## src/rtl/clock_freq_meter.sv

```systemverilog
// clock_freq_meter
//
// Measures a slow periodic signal (e.g. a divided timer tick) against the
// system clock. Each completed cycle of sig_in is reported as its period and
// high time, both counted in clk cycles. A missing rising edge for TIMEOUT
// cycles drops lock and raises a sticky timeout flag.
//
// Ports:
//   clk        system clock
//   rst_n      asynchronous active-low reset
//   sig_in     measured signal, asynchronous to clk
//   period     clk cycles between the last two rising edges
//   high_time  clk cycles from rising to falling edge within that period
//   valid      one-cycle pulse when period/high_time update
//   locked     high while measurements are current
//   timeout    sticky: no rising edge within TIMEOUT cycles
module clock_freq_meter #(
  parameter int CNT_W   = 26,
  parameter int TIMEOUT = 50000000
) (
  input  logic             clk,
  input  logic             rst_n,
  input  logic             sig_in,
  output logic [CNT_W-1:0] period,
  output logic [CNT_W-1:0] high_time,
  output logic             valid,
  output logic             locked,
  output logic             timeout
);

  typedef enum logic {
    IDLE,
    MEASURE
  } state_t;

  localparam logic [CNT_W-1:0] CNT_LAST = CNT_W'(TIMEOUT - 1);

  state_t           state;
  state_t           state_next;
  logic             s1;
  logic             s2;
  logic             s3;
  logic             rise;
  logic             fall;
  logic [CNT_W-1:0] cnt;
  logic [CNT_W-1:0] cnt_inc;
  logic [CNT_W-1:0] hi_lat;
  logic             take_meas;
  logic             do_timeout;

  // s1/s2 resynchronise sig_in; s3 is one cycle older so edges are
  // detected on the synchronised copy only.
  always_ff @(posedge clk or negedge rst_n) begin
    if (!rst_n) begin
      s1 <= 1'b0;
      s2 <= 1'b0;
      s3 <= 1'b0;
    end else begin
      s1 <= sig_in;
      s2 <= s1;
      s3 <= s2;
    end
  end

  assign rise    = s2 & ~s3;
  assign fall    = ~s2 & s3;
  // cnt never exceeds TIMEOUT-1, so cnt+1 always fits in CNT_W bits.
  assign cnt_inc = cnt + CNT_W'(1);

  always_ff @(posedge clk or negedge rst_n) begin
    if (!rst_n) begin
      state <= IDLE;
    end else begin
      state <= state_next;
    end
  end

  // A rise in MEASURE always completes a measurement, even when the counter
  // is at its last value in the same cycle; only a rise-free expiry times out.
  always_comb begin
    state_next = state;
    take_meas  = 1'b0;
    do_timeout = 1'b0;
    case (state)
      IDLE: begin
        if (rise) begin
          state_next = MEASURE;
        end
      end
      MEASURE: begin
        if (rise) begin
          take_meas = 1'b1;
        end else if (cnt == CNT_LAST) begin
          do_timeout = 1'b1;
          state_next = IDLE;
        end
      end
      default: begin
        state_next = IDLE;
      end
    endcase
  end

  // Counter restarts on every rise so that cnt+1 at the next rise equals the
  // period. hi_lat is cleared on each rise so a cycle without a fall reports
  // a high time of 0.
  always_ff @(posedge clk or negedge rst_n) begin
    if (!rst_n) begin
      cnt       <= '0;
      hi_lat    <= '0;
      period    <= '0;
      high_time <= '0;
      valid     <= 1'b0;
      locked    <= 1'b0;
      timeout   <= 1'b0;
    end else begin
      valid <= take_meas;

      if (state == MEASURE && !rise && !do_timeout) begin
        cnt <= cnt_inc;
      end else begin
        cnt <= '0;
      end

      if (rise || do_timeout) begin
        hi_lat <= '0;
      end else if (state == MEASURE && fall) begin
        hi_lat <= cnt_inc;
      end

      if (take_meas) begin
        period    <= cnt_inc;
        high_time <= hi_lat;
        locked    <= 1'b1;
        timeout   <= 1'b0;
      end else if (do_timeout) begin
        period    <= '0;
        high_time <= '0;
        locked    <= 1'b0;
        timeout   <= 1'b1;
      end
    end
  end

endmodule

```

## config.mk

```make
export PLATFORM = sky130hd
export DESIGN_NAME = clock_freq_meter
export DESIGN_NICKNAME = d
export VERILOG_FILES = /design/src/rtl/clock_freq_meter.sv
export SDC_FILE = /design/constraint.sdc
export NUM_CORES = 1
export LEC_CHECK = 0
export CORE_ASPECT_RATIO = 0.9
export CORE_MARGIN = 4
export CORE_UTILIZATION = 50
export DETAILED_ROUTE_END_ITERATION = 8
export PLACE_DENSITY = 0.79
export REMOVE_ABC_BUFFERS = 1
export SYNTH_ARGS = -nofsm -noshare
export SYNTH_HDL_FRONTEND = slang
export SYNTH_SLANG_ARGS = --single-unit
```

## constraint.sdc

```tcl
create_clock -name clk -period 6.2 [get_ports clk]
set_input_delay 0.93 -clock clk [delete_from_list [all_inputs] [get_ports clk]]
set_output_delay 0.93 -clock clk [all_outputs]
set_load 0.01 [all_outputs]
```

[Yosys cells after proc, flatten, opt, wreduce, memory -nomap -nowiden]
Cells that the tools add are included.
W data, S select, Z words.
Storage, ports and cells
  ROM bits: 0
  word-level logic and storage cells: 44
  register bits after elaboration: 111
  latch bits: 0
  memories kept: 0
  memory bits (writable): 0
Cells by class
  shift operators: 0
  div/mod/pow operators: 0
  multiplexer cells: 18
  reductions and logical operators: 8
  bitwise logic cells: 5
  multiply operators: 0
  add/subtract/negate cells: 1
  order comparisons: 0
  equal/unequal tests: 1
Operators by type and width (count)
  $mux W26: 6
  $add A26 B1 Y26 const B: 1
  $eq A26 B26 Y1 const B: 1
  $mux W1: 11
  $reduce_bool A2 Y1: 2
  $logic_and A1 B1 Y1: 3
  $not A1 Y1: 3
  $and A1 B1 Y1: 2
  $logic_not A1 Y1: 2
  $pmux W1 S2: 1
  $logic_or A1 B1 Y1: 1

[Logic depth before layout (Yosys ltp)]
Gate-level depths: netlist of run 1.
  word-level depth: 7
  gate-level depth with buffers: 8

[Least setup slack after synthesis of run 1]
OpenSTA, ideal clock, no wires.
  path kind: register -> register
  from: register cnt[0]
  to: register hi_lat[18]
  stages on the path, launching flop included: 7
  clock period less this slack: 2.067 ns
  arrival time: 1.929 ns
  buffers on the path: 1
  setup slack: 4.133 ns
  library setup time: 0.139 ns
  path through: dfrtp_1 ha_1 nand3_1 or4_4 o31ai_4 buf_6 a211oi_1
On the way
  longest elaborated chain between the ends: 6
  elaborated cells on any way between the ends: 9
  classes of those cells: 1 x add/sub; 1 x eq/ne; 5 x mux; 2 x reduce/logical
RTL lines
  start: declaration: line 45  | logic [CNT_W-1:0] cnt;
  start signal: assignment: line 120  | cnt <= cnt_inc;
  parallel branches: the longest is 6 deep, another holds $add A26 B1 Y26
  end signal: assignment: line 128  | hi_lat <= cnt_inc;
  end: declaration: line 47  | logic [CNT_W-1:0] hi_lat;
Several ways; the timed one is not identified. The select of a mux whose other input is x is not followed.
A chain may end at the register's enable or synchronous reset.

[Final worst setup path of run 1]
  from: register cnt[0]
  to: register hi_lat[10]
Same word-level chain as after synthesis.

==> qor.yml, run 1 <==
die:
  fp-row-count: 32
  dieArea_mm2: 0.0105
  coreArea_mm2: 0.00861
  die_h_um: 97.4
  io_pins: 58
  initial_utilization: 0.516
  die_width_um: 107
synth:
  synthArstFlopShare: 1.00
  synth.largest_area_cell: "dfrtp_1"
  ys_seq_elements: 111
  ys_seq_area_frac: 0.626
  ys_warn_count: 0
  synth.distinct_cells: 38
  synth_area_leaders: "dfrtp_1 63%, a22o_1 5.3%, nor2_1 5.2%"
  synthFlopType: "dfrtp_1"
  synth_edf_count: 0
  syn_area_mm2: 0.00444
  postSynthAreaPerCell_um2: 12.2
  synth_top_area_frac: 0.626
  syn_inst: 364
timing:
  timing.final.setup_violations: 0
  hold_viol: 0
  grt_setup_unrepaired: "no"
  whs_ps: 350
  period_minus_slack_ps: 2700
  max_freq_mhz: 370
  final.setup.tns_ps: 0
  slew_violations: 0
  skew_ps: 10.2
  maxSlewHeadroom: 0.239
  fin_crit_sh: 0.436
  worstMarginPinSlew_ps: 1140
power:
  total_leakage_power_nw: 2.26
  vdd_drop_max_uv: 164
  p_int_mw: 1.09
  power_density_mw_per_mm2: 282
  power_frac_comb: 0.148
  p_sw_frac: 0.267
  power_frac_seq: 0.559
  p_switching_mw: 0.398
  clkPwrFrac: 0.293
setup_path:
  critical_path.max_stage_delay_ps: 970
  slowest_stage: "o31ai_4"
  crit_family: "compound AO/OA/AOI/OAI gates"
  rr_startpoint: "cnt[0]"
  crit_chain: "ha_1, nand3_1, or4_4, o31ai_4, a211oi_1"
  critPathMaxFanout: 26
  reg2regPathDepth: 5
  critPathRequiredTime_ps: 6390
  crit_buf_inv: 0
  critPathLaunchType: "flip-flop"
  critPathCaptureType: "flip-flop"
  r2r-end: "hi_lat[10]"
  crit_arrival_ps: 2900
  rrSetupSlack_ps: 3500
  critPathKind: "reg -> reg"
cts:
  clock_path_buffers: 2
  postCtsSetupRepairBufs: 0
  cts_resized: 0
  cts_tree: "yes"
  ctsHoldBuffers: 0
  cts_sinks: 111
  cts_made_buffers: 9
  root_buffer: "clkbuf_8"
  clk_latency_ps: 370
  clk_pin_slew_worst_paths_ps: 110
  htree_levels: 3
grt:
  grt_pass1_wl_um: 15300
  grt_util_all_layers: 0.183
  grt_pass1_vias: 3081
  grt_max_degree: 75
  grt-ovfl-total: 0
  antenna_found_initial: 0
detailed_routing:
  drt_pass1_iterations: 4
  drc: 0
  viasPerCell: 5.60
  drt_wl_total_um: 9100
  routedWlPerCell_um: 17.0
  num_vias: 3002
  initialDrtViolationCount: 149
  drtAntennaViolNets: 0
job:
  drv_cap: 0
final_layout:
  drive_gt1_frac: 0.0887
  final_cell_mix: "111 x dfrtp_1, 61 x nor2_1, 56 x clkdlybuf4s50_1"
  nNetsFinal: 416
  syn2layout_area_growth_pct: 18.9
  antennaDiodeCount: 0
  n_fill_cell: 709
  stdcell_count: 536
  mostFrequentLayoutCell: "dfrtp_1"
worst_hold_path:
  hp-class: "reg -> reg"
  min_path_cells: 0
  min_from: "s1"
  min_to: "s2"
placement:
  gp_congestion: 0.924
  portBuffers: 57
  dp.cells: 520
  dp_hpwl_um: 5890
outcome:
  status: "completed"
[per-stage QoR]
step           total power [mW]  instance area, um2   util  setup slack, ps
2_1_floorplan             0.948                4320      -             3590
3_3_place_gp               1.06                5070  0.590             3620
3_5_place_dp               1.07                5070  0.590             3500
4_1_cts                    1.50                5280  0.613             3490
5_1_grt                    1.56                5280  0.613             3320
6_report                   1.49                5280  0.613             3500
[worst reg2reg max path, stage by stage (launching register included)]
cell and delay (ps):
dfrtp_1 430, ha_1 240, nand3_1 170, or4_4 600
o31ai_4 970, a211oi_1 130
[synthesized netlist by cell type, types with 4 or more instances]
cell / instances
nor2_1: 62
o2bb2ai_1: 25
a22o_1: 27
xor2_1: 9
nand4_1: 6
dfrtp_1: 111
nand3_1: 13
and3_1: 5
inv_1: 4
nor3_1: 4
buf_2: 8
a211oi_1: 21
clkbuf_1: 11
xnor2_1: 15
nand2_1: 8
[worst max-delay path by stage]
stage	slack [ps]	cells past startpoint	from	to
floorplan	3590	5	state	hi_lat[17]
global placement	3620	5	cnt[0]	hi_lat[0]
detailed placement	3500	5	cnt[0]	hi_lat[0]
CTS	3490	5	cnt[0]	hi_lat[0]
global route	3320	6	cnt[0]	cnt[5]
finish	3500	5	cnt[0]	hi_lat[10]
[layer usage]
layer | GRT usage | vias up | part of all wire
met3 | 0.0419 | 13 | 0.046
met2 | 0.278 | 76 | 0.46
met4 | 0.0511 | 0 | 0.012
met5 | 0 | - | 0
li1 | - | 1403 | -
met1 | 0.265 | 1510 | 0.48
[registers in the layout, summed over array words and instances, names as in the netlist]
register   cells
high_time     26
timeout        1
cnt           26
valid          1
period        26
hi_lat        26
s3             1
locked         1
s2             1
state          1
s1             1
[power groups by stage]
| stage | Sequential [mW] | Clock [mW] | Combinational, mW |
|---|---|---|---|
| after floorplan | 0.857 | 0 | 0.0910 |
| after global placement | 0.846 | 0 | 0.218 |
| after detailed placement | 0.848 | 0 | 0.221 |
| after CTS | 0.834 | 0.445 | 0.225 |
| after global routing | 0.844 | 0.475 | 0.240 |
| final | 0.833 | 0.436 | 0.220 |
[cell families after synthesis]
kind of cell | share of synthesized area
xor+xnor | 0.0474
fa+ha+maj | 0.00282
compound gates | 0.159
flops | 0.626
simple gates | 0.135
buf+inv | 0.0302
[area by class of cell]
cell class / count / area (um2) / share of cell area
well taps: 119 / 149 / 0.0282
flip-flops and latches: 111 / 2780 / 0.526
repair buffers: 60 / 591 / 0.112
clock inverters: 7 / 78.8 / 0.0149
multi-input cells: 226 / 1540 / 0.292
clock buffers: 9 / 124 / 0.0235
inverters: 4 / 15.0 / 0.00284
Note: power is estimated with default switching activity, not from simulation.
==> inputs of run 2 (changes only) <==
--- a/config.mk
+++ b/config.mk
@@ -7,9 +7,9 @@
 export LEC_CHECK = 0
 export CORE_ASPECT_RATIO = 0.9
 export CORE_MARGIN = 4
-export CORE_UTILIZATION = 50
+export CORE_UTILIZATION = 49
 export DETAILED_ROUTE_END_ITERATION = 8
-export PLACE_DENSITY = 0.79
+export PLACE_DENSITY = 0.81
 export REMOVE_ABC_BUFFERS = 1
 export SYNTH_ARGS = -nofsm -noshare
 export SYNTH_HDL_FRONTEND = slang
==> constraint.sdc (replaced) <==
create_clock -name clk -period 2.22 [get_ports clk]
set_input_delay 0.333 -clock clk [delete_from_list [all_inputs] [get_ports clk]]
set_output_delay 0.333 -clock clk [all_outputs]
set_load 0.01 [all_outputs]
==> qor.yml, run 2 (synthesis gave the netlist of run 1 again) <==
outcome:
  status: "completed"
final_layout:
  nNetsFinal: 431  # +3.6%
  final_cell_mix: "111 x dfrtp_1, 61 x nor2_1, 56 x clkdlybuf4s50_1"
  antennaDiodeCount: 0  # unchanged
  syn2layout_area_growth_pct: 22.1
  drive_gt1_frac: 0.116  # +0.0270
  stdcell_count: 551  # +2.8%
  final_util: 0.624  # +0.0109
  final_area_mm2: 0.00542  # +2.7%
  mostFrequentLayoutCell: "dfrtp_1"
setup_path:
  critPathCaptureType: "flip-flop"
  critPathMaxFanout: 27  # +3.8%
  slowest_stage: "or4_4"
  crit_buf_inv: 1  # +1
  crit_chain: "ha_1, nand3_1, or4_4, nor2_4, o21ai_4, buf_12, a22o_1"
  crit_arrival_ps: 2390  # -510 ps
  crit_family: "simple AND/OR/NAND/NOR gates"
  critical_path.max_stage_delay_ps: 570  # -400 ps
  critPathKind: "reg -> reg"
  critPathLaunchType: "flip-flop"
  critPathRequiredTime_ps: 2490  # -3900 ps
timing:
  slew_violations: 0  # unchanged
  hold_viol: 0  # unchanged
  timing.final.setup_violations: 0  # unchanged
  final.setup.tns_ps: 0  # unchanged
  max_freq_mhz: 473  # +28%
  grt_setup_unrepaired: "no"
  period_minus_slack_ps: 2110  # -589 ps
  worstMarginPinSlew_ps: 556  # -586 ps
  whs_ps: 366  # +15.7 ps
  maxSlewHeadroom: 0.629  # +0.391
  fin_ws_ps: 106  # -3390 ps
  skew_ps: 13.3  # +3.12 ps
  fin_crit_sh: 0.952  # +0.516
grt:
  grt_max_degree: 44  # -41%
  grt_pass1_vias: 3242  # +5.2%
  grt_pass1_wl_um: 16600  # +8.2%
  antenna_found_initial: 0  # unchanged
  grt-ovfl-total: 0  # unchanged
  grt_util_all_layers: 0.197  # +0.0140
cts:
  root_buffer: "clkbuf_8"
  clk_latency_ps: 380  # about the same
  cts_sinks: 111  # unchanged
  clock_path_buffers: 2  # unchanged
  cts_tree: "yes"
  clk_pin_slew_worst_paths_ps: 110  # about the same
  htree_levels: 3  # unchanged
  cts_resized: 0  # unchanged
  cts_made_buffers: 9  # unchanged
detailed_routing:
  wl_met1_um: 4560  # +3.4%
  wl_met2_um: 4390  # +5.3%
  drt_wl_total_um: 9590  # +5.3%
  viasPerCell: 5.65  # +0.87%
  routedWlPerCell_um: 17.4  # +2.5%
  initialDrtViolationCount: 231  # +55%
  routed.top_layer: "met4"
  drc: 0  # unchanged
  drt_pass1_iterations: 4  # unchanged
  drtAntennaViolNets: 0  # unchanged
  wl_met3_um: 534  # +27%
  num_vias: 3113  # +3.7%
placement:
  dp.cells: 533  # +2.5%
  dp_hpwl_um: 6540  # +11%
  portBuffers: 57  # unchanged
  place_area_mm2: 0.00522  # +2.9%
  gp_congestion: 0.917  # -0.74%
  place_ws_ps: 72.2  # -3430 ps
die:
  fp-row-count: 32  # unchanged
  die_width_um: 108  # +0.94%
  io_pins: 58  # unchanged
  die_h_um: 98.3  # +0.93%
  dieArea_mm2: 0.0106  # +1.9%
  coreArea_mm2: 0.00869  # +0.93%
  initial_utilization: 0.511  # -0.00475
power:
  total_leakage_power_nw: 2.35  # +4.0%
  vdd_drop_max_uv: 597  # +260%
  power_mw: 4.13  # +180%
  power_frac_comb: 0.158  # +0.010
  clkPwrFrac: 0.278  # -0.015
  power_density_mw_per_mm2: 762  # +170%
  p_switching_mw: 1.16  # +190%
  p_sw_frac: 0.280  # +0.0132
  power_frac_seq: 0.564  # +0.005
  p_int_mw: 2.97  # +170%
job:
  drv_cap: 0  # unchanged
worst_hold_path:
  hp-class: "reg -> reg"
[run 2: layer usage]
layer,global-route usage,vias to the layer above
met5,0,-
li1,-,1430
met2,0.290,95
met3,0.0456,13
met1,0.290,1575
met4,0.0650,0
[run 2: final timing paths]
path | startpoint | end | slack (ps) | cells past startpoint
max | cnt[0] | high_time[23] | 110 | 7
min | s1 | s2 | 370 | 0
max reg2reg | cnt[0] | high_time[23] | 110 | 7
min reg2reg | s1 | s2 | 370 | 0
max in group asynchronous | rst_n | cnt[1] | 1020 | 3
min in group asynchronous | rst_n | valid | 480 | 2
[run 2: layout make-up]
cell class	instances	area [um2]
Clock buffer	10	128
Timing Repair Buffer	75	756
Inverter	4	15.0
Tap cell	119	149
Fill cell	717	3270
Multi-Input combinational cell	226	1540
Sequential cell	111	2780
Clock inverter	6	53.8
[run 2: power by group through the flow]
stage               combinational [mW]  sequential (mW)  clock, mW
floorplan                        0.254             2.39          0
global placement                 0.635             2.36          0
detailed placement               0.651             2.37          0
CTS                              0.655             2.33       1.17
global route                     0.717             2.36       1.26
finish                           0.651             2.33       1.15
[run 2: repair_timing]
| action | CTS | global route |
|---|---|---|
| endpoints found under the hold margin | 40 | 0 |
| hold buffers | 1 | 0 |
| setup endpoints to repair | 0 | 55 |
| buffers inserted | 0 | 1 |
==> variant (flow settings as in run 1) <==
Set the parameter `CNT_W` to 52 (it was 26).
--- a/src/rtl/clock_freq_meter.sv
+++ b/src/rtl/clock_freq_meter.sv
@@ -16,5 +16,5 @@
 //   timeout    sticky: no rising edge within TIMEOUT cycles
 module clock_freq_meter #(
-  parameter int CNT_W   = 26,
+  parameter int CNT_W   = 52,
   parameter int TIMEOUT = 50000000
 ) (
Interface: changed (resized high_time and period); port bits go from 58 to 110. The function was not compared with the original's and may differ.
==> variant against run 1 <==
  * Clock skew about the same
  * Setup slack got worse by 0.62 ns
  * Synthesized area is 98% higher
  * Highest routed layer unchanged
  * Critical path depth up 1
  * Routed wire length rose by 130%
  * Via count increased by 120%
  * Sequential cell count increased by 104
  * Non-clock buffer count increased by 58
  * Design area is 100% higher
  * Clock power grew to 2.9 times the old value
  * Total power increased by 120%
==> variant: results (changes against run 1) <==
largest net degree at the start of global routing=124 (+65%); met2 wire length=9150 um (+120%); Filler cells=1363 (+92%); Worst R2R Setup Slack=2.88 ns (-0.62 ns); Slew Limit Headroom=20.6% (-3.3 points); Worst-path clk slew=0.06 ns (-0.05 ns); clk_skew=0.00972 ns (-0.000464 ns); met1 wire length=9990 um (+130%); gr usage total=21.4% (+3.1 points); maximum vdd drop=170 uV (+3.8%); worst skew pair latency=0.49 ns (+0.12 ns); number of vias per cell=5.63 (+0.43%); Starting DRT DRC Count=515 (+250%); Buffers on Ports=109 (+91%); CP max-delay cell=o21ai_4; vias in the first global route=6742 (+120%); post-synthesis sequential area ratio=61.2% (-1.3 points); crit path DAT=3.65 ns (+0.75 ns); CTS buffer count=23 (+14); Crit Reg-Reg Endpoint=hi_lat[49]$_DFFE_PN0P_; Pleak=4.59 nW (+100%); Root Buffer=clkbuf_16; first-pass GRT wire length=35100 um (+130%); Cell variety after synth=34 (-11%); GR Util met1=32.6% (+6.1 points); GP Congestion=0.886 (-4.2%); met3 Use GR=3.91% (-0.27 points); crit path max fanout=28 (+7.7%); clock tree buffer depth=3 (+1); Internal=0.00244 W (+120%); R2R depth=6 (+1); status=finished, final reports clean; peak per-stage delay on the critical path=0.68 ns (-0.29 ns); grt met2 use=32.0% (+4.2 points); wire per inst=17.7 um (+4.3%)
==> variant: cell count changes after synthesis, moves of 27 or more <==
cell,before,now
nand2_1,8,138
dfrtp_1,111,215
nor2_1,62,118
o21ai_0,1,50
nand4_1,6,39
clkbuf_1,11,42
xor2_1,9,39
a211oi_1,21,50
a22o_1,27,0
==> variant: cell families after synthesis <==
logic type	count (synthesis)	share of synthesized area, %
flops	215	61.2
simple gates	354	17.8
xor+xnor	50	4.99
compound gates	159	12.4
fa+ha+maj	1	0.142
mux	2	0.228
buf+inv	65	3.19
==> variant: power groups by stage <==
stage	logic (W)	registers [W]	clock network, W
after global routing	0.000405	0.00159	0.00135
after global placement	0.000360	0.00160	0
after floorplan	0.000140	0.00163	0
after detailed placement	0.000370	0.00160	0
after CTS	0.000372	0.00158	0.00129
final	0.000365	0.00158	0.00128
==> variant: worst max-delay path, delay by kind of cell (launching register included) <==
family / cells / cell delay, ns
buffers and inverters: 1 / 0.46
AO/OA/AOI/OAI: 2 / 0.78
flip-flops: 1 / 0.43
AND/OR/NAND/NOR: 3 / 1.47
==> variant: layout make-up <==
cell class,count,area (um^2),area share [%]
Clock inverter,7,63.8,0.595
Sequential cell,215,5380,50.2
Multi-Input combinational cell,566,3160,29.5
Clock buffer,29,628,5.86
Inverter,9,33.8,0.315
Timing Repair Buffer,118,1160,10.8
Tap cell,235,294,2.74
==> variant: per-stage QoR <==
stage               cell area, um^2  hold WS, ns  utilization (%)  cells  setup WS [ns]
CTS                           10700        0.357             62.8   1179           2.94
global route                  10700        0.371             62.8   1179           2.74
finish                        10700        0.351             62.8   1179           2.88
floorplan                      8540        0.331                -    790           1.97
global placement              10000        0.337             58.8   1143           3.06
detailed placement            10000        0.340             58.8   1143           2.96
